===== src/rtl/reg_wb_if.sv =====
// -----------------------------------------------------------------------------
// reg_wb_if
// Purpose : bundles the write-back unit's request handshakes, register file
//           write port, hazard query and occupancy into one interface.
// Signals :
//   alu_valid/alu_rd/alu_data/alu_ready  ALU result write request handshake
//   mem_valid/mem_rd/mem_data/mem_ready  load result write request handshake
//   rd/reg_write_data/reg_write          register file write port
//   rs/rt, rs_pending/rt_pending         read-address hazard query
//   fifo_count                           occupied write-queue entries
// Modports: master = request/query side, slave = write-back unit.
// -----------------------------------------------------------------------------
interface reg_wb_if #(
    parameter int inst_SIZE = 16,
    parameter int DEPTH     = 2
);
    localparam int CW = $clog2(DEPTH) + 1;

    logic                 alu_valid;
    logic [2:0]           alu_rd;
    logic [inst_SIZE-1:0] alu_data;
    logic                 alu_ready;
    logic                 mem_valid;
    logic [2:0]           mem_rd;
    logic [inst_SIZE-1:0] mem_data;
    logic                 mem_ready;
    logic [2:0]           rd;
    logic [inst_SIZE-1:0] reg_write_data;
    logic                 reg_write;
    logic [2:0]           rs;
    logic [2:0]           rt;
    logic                 rs_pending;
    logic                 rt_pending;
    logic [CW-1:0]        fifo_count;

    modport master (
        output alu_valid, alu_rd, alu_data, mem_valid, mem_rd, mem_data, rs, rt,
        input  alu_ready, mem_ready, rd, reg_write_data, reg_write,
               rs_pending, rt_pending, fifo_count
    );

    modport slave (
        input  alu_valid, alu_rd, alu_data, mem_valid, mem_rd, mem_data, rs, rt,
        output alu_ready, mem_ready, rd, reg_write_data, reg_write,
               rs_pending, rt_pending, fifo_count
    );
endinterface


===== src/rtl/reg_writeback_unit.sv =====
// -----------------------------------------------------------------------------
// reg_writeback_unit
// Purpose : write side of the 8-entry register file. ALU and load results
//           arrive through valid/ready handshakes, are queued in a small FIFO
//           (load ahead of ALU when both arrive together) and retire at one
//           register write per cycle. Writes to r0 are accepted and dropped.
//           Also flags whether a register about to be read still has a write
//           in flight (queued or on the write port this cycle).
// Ports   :
//   clk  rising-edge clock
//   rst  synchronous active-high reset
//   bus  reg_wb_if slave: request handshakes, write port, hazard query,
//        fifo_count
// -----------------------------------------------------------------------------
module reg_writeback_unit #(
    parameter int inst_SIZE = 16,
    parameter int DEPTH     = 2
) (
    input  logic     clk,
    input  logic     rst,
    reg_wb_if.slave  bus
);
    localparam int PW = $clog2(DEPTH);
    localparam int CW = PW + 1;

    typedef struct packed {
        logic [2:0]           rd;
        logic [inst_SIZE-1:0] data;
    } entry_t;

    entry_t               entries_q [DEPTH];
    logic [PW-1:0]        wr_ptr_q;
    logic [PW-1:0]        rd_ptr_q;
    logic [CW-1:0]        count_q;
    logic [CW-1:0]        count_d;
    logic [2:0]           rd_q;
    logic [inst_SIZE-1:0] data_q;
    logic                 reg_write_q;

    logic [CW-1:0]        free_s;
    logic                 mem_ready_s;
    logic                 alu_ready_s;
    logic                 push_mem_s;
    logic                 push_alu_s;
    logic                 pop_s;
    logic                 rs_hit_s;
    logic                 rt_hit_s;

    // Handshake readiness from registered occupancy only; a same-cycle pop
    // never frees space, so a single free slot goes to the load path first.
    always_comb begin
        free_s      = CW'(DEPTH) - count_q;
        mem_ready_s = (free_s >= CW'(1));
        alu_ready_s = (free_s >= CW'(2)) | ((free_s == CW'(1)) & ~bus.mem_valid);
        push_mem_s  = bus.mem_valid & mem_ready_s & (bus.mem_rd != 3'd0);
        push_alu_s  = bus.alu_valid & alu_ready_s & (bus.alu_rd != 3'd0);
        pop_s       = (count_q != CW'(0));
        count_d     = count_q + CW'(push_mem_s) + CW'(push_alu_s) - CW'(pop_s);
    end

    // Queue storage, pointers and the registered register-file write port.
    always_ff @(posedge clk) begin
        if (rst) begin
            wr_ptr_q    <= PW'(0);
            rd_ptr_q    <= PW'(0);
            count_q     <= CW'(0);
            rd_q        <= 3'd0;
            data_q      <= {inst_SIZE{1'b0}};
            reg_write_q <= 1'b0;
        end else begin
            // Load is the older instruction, so it takes the lower slot.
            if (push_mem_s) begin
                entries_q[wr_ptr_q] <= '{rd: bus.mem_rd, data: bus.mem_data};
            end
            if (push_alu_s) begin
                entries_q[wr_ptr_q + PW'(push_mem_s)] <= '{rd: bus.alu_rd, data: bus.alu_data};
            end
            wr_ptr_q    <= wr_ptr_q + PW'(push_mem_s) + PW'(push_alu_s);
            count_q     <= count_d;
            reg_write_q <= pop_s;
            if (pop_s) begin
                rd_q     <= entries_q[rd_ptr_q].rd;
                data_q   <= entries_q[rd_ptr_q].data;
                rd_ptr_q <= rd_ptr_q + PW'(1);
            end else begin
                rd_q     <= rd_q;
                data_q   <= data_q;
                rd_ptr_q <= rd_ptr_q;
            end
        end
    end

    // Hazard lookup: an entry is live when its distance from the head is
    // below the occupancy; the write port itself also counts as in flight.
    always_comb begin
        rs_hit_s = reg_write_q & (rd_q == bus.rs);
        rt_hit_s = reg_write_q & (rd_q == bus.rt);
        for (int i = 0; i < DEPTH; i++) begin
            logic [PW-1:0] offs;
            logic          live;
            offs     = PW'(i) - rd_ptr_q;
            live     = ({1'b0, offs} < count_q);
            rs_hit_s = rs_hit_s | (live & (entries_q[i].rd == bus.rs));
            rt_hit_s = rt_hit_s | (live & (entries_q[i].rd == bus.rt));
        end
    end

    assign bus.alu_ready      = alu_ready_s;
    assign bus.mem_ready      = mem_ready_s;
    assign bus.rd             = rd_q;
    assign bus.reg_write_data = data_q;
    assign bus.reg_write      = reg_write_q;
    assign bus.fifo_count     = count_q;
    assign bus.rs_pending     = (bus.rs != 3'd0) & rs_hit_s;
    assign bus.rt_pending     = (bus.rt != 3'd0) & rt_hit_s;
endmodule


===== src/flat_wrapper.sv =====
// flat-port wrapper written by rule: the top's interface ports become plain ports
module reg_writeback_unit_flat 
#(
    parameter int inst_SIZE = 16,
    parameter int DEPTH     = 2
)
  (clk, rst, bus_alu_valid, bus_alu_rd, bus_alu_data, bus_mem_valid, bus_mem_rd, bus_mem_data, bus_rs, bus_rt, bus_alu_ready, bus_mem_ready, bus_rd, bus_reg_write_data, bus_reg_write, bus_rs_pending, bus_rt_pending, bus_fifo_count);
  reg_wb_if #(.inst_SIZE(inst_SIZE), .DEPTH(DEPTH)) bus_i ();
  input  logic clk;
  input  logic rst;
  input wire logic [$bits(bus_i.alu_valid)-1:0] bus_alu_valid;
  input wire logic [$bits(bus_i.alu_rd)-1:0] bus_alu_rd;
  input wire logic [$bits(bus_i.alu_data)-1:0] bus_alu_data;
  input wire logic [$bits(bus_i.mem_valid)-1:0] bus_mem_valid;
  input wire logic [$bits(bus_i.mem_rd)-1:0] bus_mem_rd;
  input wire logic [$bits(bus_i.mem_data)-1:0] bus_mem_data;
  input wire logic [$bits(bus_i.rs)-1:0] bus_rs;
  input wire logic [$bits(bus_i.rt)-1:0] bus_rt;
  output wire logic [$bits(bus_i.alu_ready)-1:0] bus_alu_ready;
  output wire logic [$bits(bus_i.mem_ready)-1:0] bus_mem_ready;
  output wire logic [$bits(bus_i.rd)-1:0] bus_rd;
  output wire logic [$bits(bus_i.reg_write_data)-1:0] bus_reg_write_data;
  output wire logic [$bits(bus_i.reg_write)-1:0] bus_reg_write;
  output wire logic [$bits(bus_i.rs_pending)-1:0] bus_rs_pending;
  output wire logic [$bits(bus_i.rt_pending)-1:0] bus_rt_pending;
  output wire logic [$bits(bus_i.fifo_count)-1:0] bus_fifo_count;
  assign bus_i.alu_valid = bus_alu_valid;
  assign bus_i.alu_rd = bus_alu_rd;
  assign bus_i.alu_data = bus_alu_data;
  assign bus_i.mem_valid = bus_mem_valid;
  assign bus_i.mem_rd = bus_mem_rd;
  assign bus_i.mem_data = bus_mem_data;
  assign bus_i.rs = bus_rs;
  assign bus_i.rt = bus_rt;
  assign bus_alu_ready = bus_i.alu_ready;
  assign bus_mem_ready = bus_i.mem_ready;
  assign bus_rd = bus_i.rd;
  assign bus_reg_write_data = bus_i.reg_write_data;
  assign bus_reg_write = bus_i.reg_write;
  assign bus_rs_pending = bus_i.rs_pending;
  assign bus_rt_pending = bus_i.rt_pending;
  assign bus_fifo_count = bus_i.fifo_count;
  reg_writeback_unit #(.inst_SIZE(inst_SIZE), .DEPTH(DEPTH)) u_core (.clk(clk), .rst(rst), .bus(bus_i));
endmodule

===== config.mk =====
export PLATFORM = sky130hd
export DESIGN_NAME = reg_writeback_unit_flat
export DESIGN_NICKNAME = d
export VERILOG_FILES = /design/src/rtl/reg_wb_if.sv /design/src/rtl/reg_writeback_unit.sv /design/src/flat_wrapper.sv
export SDC_FILE = /design/constraint.sdc
export NUM_CORES = 1
export LEC_CHECK = 0
export ABC_AREA = 1
export CAP_MARGIN = 15
export CORE_MARGIN = 3
export CORE_UTILIZATION = 35
export DETAILED_ROUTE_END_ITERATION = 16
export GPL_TIMING_DRIVEN = 0
export RECOVER_POWER = 100
export SLEW_MARGIN = 20
export SYNTH_ARGS = -nofsm -noshare
export SYNTH_HDL_FRONTEND = slang
export SYNTH_SLANG_ARGS = --single-unit

===== constraint.sdc =====
create_clock -name clk -period 4.3 [get_ports clk]
set_input_delay 1.075 -clock clk [delete_from_list [all_inputs] [get_ports clk]]
set_output_delay 1.075 -clock clk [all_outputs]
set_load 0.01 [all_outputs]

==> results.md <==
* Num ports at 74
* Fin. Hold Viols at 0
* WL/cell at 14.9 um
* Clk sinks at between 60 and 70
* Final period util at around 89%
* CTS clk-pin slew, worst paths at 0.06 ns
* Cell Area, Synth at 3220 um2
* Antenna cell count at 0
* End of the critical path: bus_rt_pending
* Number of global-route vias before repair at 2727
* Routability cong. at 0.860
* Yosys warnings at 0
* Clock Skew at roughly 0.0061 ns
* Worst hold path type: reg2reg
* Critical-path maximum fanout at 4
* NetSw at just over 0.9 mW
* Worst skew pair latency at 0.33 ns
* P_int at 1.51 mW
* Critical path class: in2out
* CTS Buffer Depth at 2
* Post-synthesis register bit count at slightly above 60
* Critical Path RT at 3.22 ns
* Sequential area share after synthesis at around 50%
* P_leak at 1.84 nW
* Switching share of power at between 30% and 40%
* ANT nets after route at 0
* Dpl cell area at 4150 um2
* Mapped Cells at roughly 400
* DRC Markers at 0
* CP endpoint kind: output port
* Inserted Clock Buffers at 9
* Row count at 34
* Chip height at 102 um
* Inst Count DP at 572
* Violated checks: max-capacitance violations, max-slew violations
* Core area at between 8000 and 9000 um2
* Fmax at approximately 260 MHz
* Clk pwr share at 21.1%
* Number of post-CTS setup repair buffers at 0
* RSZ-0062 raised after global routing: no
* Final Max Tran Viols at 9
* Dpl hpwl at 6.36 mm
* Largest net degree at the start of global routing at 12
* Critical path origin: bus_rt[0]
* Fin util at 48.2%
* H-tree depth at 3
* Mean post-synth cell area at 8.29 um2
* Setup violations, final at 0
* Synth-to-layout area growth at 32.3%
* Worst R2R End: u_core.entries_q[0][11]
* GRT Resource Usage Total at 17.4%
* Die area at 10400 um2
* Total grt overflow at 0
* First-pass GRT wire length at between 10 and 15 mm
* Initial Utilization at 36.4%
* Status: finished with violations
* PostCTS Resize Cnt at 0
* Port buffer count at 73
* WHS at ~0.49 ns
* Post-Synthesis Net Count at 442
* Hold-fix buffers, CTS at 0
* Worst reg-to-reg setup slack at 1.05 ns
* Worst Tran Pin Value at 1.51 ns
* Share of post-route cells with drive strength above 1 at 6.88%
* Combinational power share at between 40% and 50%
* Post-route cell area at 4270 um2
* Maximum vdd drop at between 0.00015 and 0.0002 V
* Drt first-iter violations at between 150 and 200
* CTS tree: built
* Vias per inst at 4.86
* Pwr per Cell Area at 569 nW/um2
* Die Wd at ~100 um
* Final net count at 528
* Final WL at 8.78 mm
* Cells on worst reg2reg path at 10
* Initial antenna violation count at 0
* Crit path time final at 3.83 ns
* Worst rel slew slack at -1.52%
* Sequential fraction of design power at 38.0%
* Total vias in the final route at 2857
* Pre-Repair DR Iteration Count at 4
* Final non-filler cell total at 588
* Critical Path Start Type: input port
* Reg2reg start: u_core.bus.fifo_count[0]
* Total power at 2.43 mW
* Synth unique cells at 25
* Max-capacitance violation count at 1
* Clk root buf: clkbuf_8
* CP arrival at 2.75 ns
registers in the layout, summed over array words and instances, names as in the netlist:
| signal | flops |
|---|---|
| u_core.bus.fifo_count | 2 |
| u_core.bus.rd | 3 |
| u_core.bus.reg_write | 1 |
| u_core.bus.reg_write_data | 16 |
| u_core.entries_q | 38 |
| u_core.rd_ptr_q | 1 |
| u_core.wr_ptr_q | 1 |
Yosys cell counts, drive strengths merged:
| cell type | n | share of area, % |
|---|---|---|
| o31ai | 2 | 0.47 |
| nand2 | 112 | 14 |
| buf | 16 | 4.2 |
| inv | 25 | 2.9 |
| xnor2 | 3 | 0.82 |
| o21ai | 40 | 6.2 |
| dfxtp | 24 | 15 |
| edfxtp | 38 | 35 |
| nor2 | 37 | 4.5 |
| clkbuf | 5 | 0.58 |
| xor2 | 8 | 2.2 |
| nand3 | 65 | 10 |
| a21oi | 7 | 1.1 |
| nand4 | 1 | 0.19 |
| ha | 5 | 1.9 |
| o32ai | 1 | 0.27 |
routing by layer:
metal	GRT usage, %	vias up	routed length, um
li1	-	1468	-
met2	29.7	95	4320
met1	21.1	1284	3800
met3	4.64	10	555
met5	0	-	0
met4	6.16	0	110
cells in the final DEF (no fill, tap or decap), types with 6 or more instances in the layout:
| master | instances |
|---|---|
| a21oi_1 | 7 |
| clkbuf_1 | 13 |
| clkbuf_8 | 11 |
| clkdlybuf4s50_1 | 44 |
| dfxtp_1 | 24 |
| dlygate4sd3_1 | 29 |
| edfxtp_1 | 38 |
| inv_1 | 25 |
| nand2_1 | 106 |
| nand2_2 | 6 |
| nand3_1 | 64 |
| nor2_1 | 36 |
| o21ai_0 | 39 |
| xor2_1 | 8 |
through the flow:
stage / setup slack [ns] / setup TNS [ns]
global placement: -0.463 / -14.63
detailed placement: 0.535 / 0
finish: 0.475 / 0
floorplan: 1.06 / 0
CTS: 0.529 / 0
global route: 0.320 / 0
power groups by stage:
stage / Combinational, mW / Clock, mW / Sequential (mW)
6_report: 0.993 / 0.511 / 0.923
5_1_grt: 1.10 / 0.548 / 0.937
4_1_cts: 1.08 / 0.517 / 0.928
3_5_place_dp: 1.08 / 0 / 0.939
3_3_place_gp: 1.03 / 0 / 0.940
2_1_floorplan: 0.559 / 0 / 0.957
cell families after synthesis:
| family | synth area share (%) |
|---|---|
| AOI/OAI and AO/OA | 8.03 |
| DFF | 50.3 |
| and+or+nand+nor | 29.0 |
| buffers and inverters | 7.72 |
| xor gates and xnor gates | 2.99 |
| adders and majority gates | 1.94 |
critical path: stages:
cell	delay [ns]
dlygate4sd3_1	0.62
inv_1	0.10
nand2_1	0.06
nand2_1	0.05
nor2_1	0.10
nand2_1	0.06
nand3_1	0.07
nand2_1	0.05
inv_1	0.04
clkdlybuf4s50_1	0.52
worst min path at each step:
stage                                   from  slack (ns)                             to  cells after the start
2_1_floorplan         u_core.entries_q[0][0]        0.48   u_core.bus.reg_write_data[0]                      2
3_3_place_gp    u_core.bus.reg_write_data[4]        0.47   u_core.bus.reg_write_data[4]                      2
3_5_place_dp    u_core.bus.reg_write_data[6]        0.48   u_core.bus.reg_write_data[6]                      2
4_1_cts         u_core.bus.reg_write_data[6]        0.49   u_core.bus.reg_write_data[6]                      2
5_1_grt        u_core.bus.reg_write_data[15]        0.53  u_core.bus.reg_write_data[15]                      2
6_report       u_core.bus.reg_write_data[14]        0.49  u_core.bus.reg_write_data[14]                      2
cell type report:
class                   instances  area (um2)
flip-flops and latches         62        1620
plain buffers                  21         119
clock inverters                 4        45.0
well taps                     108         135
clock buffers                  12         155
fillers                       863        4580
multi-input cells             281        1340
inverters                      25        93.8
repair buffers                 75         761
Note: power is estimated with default switching activity, not from simulation.
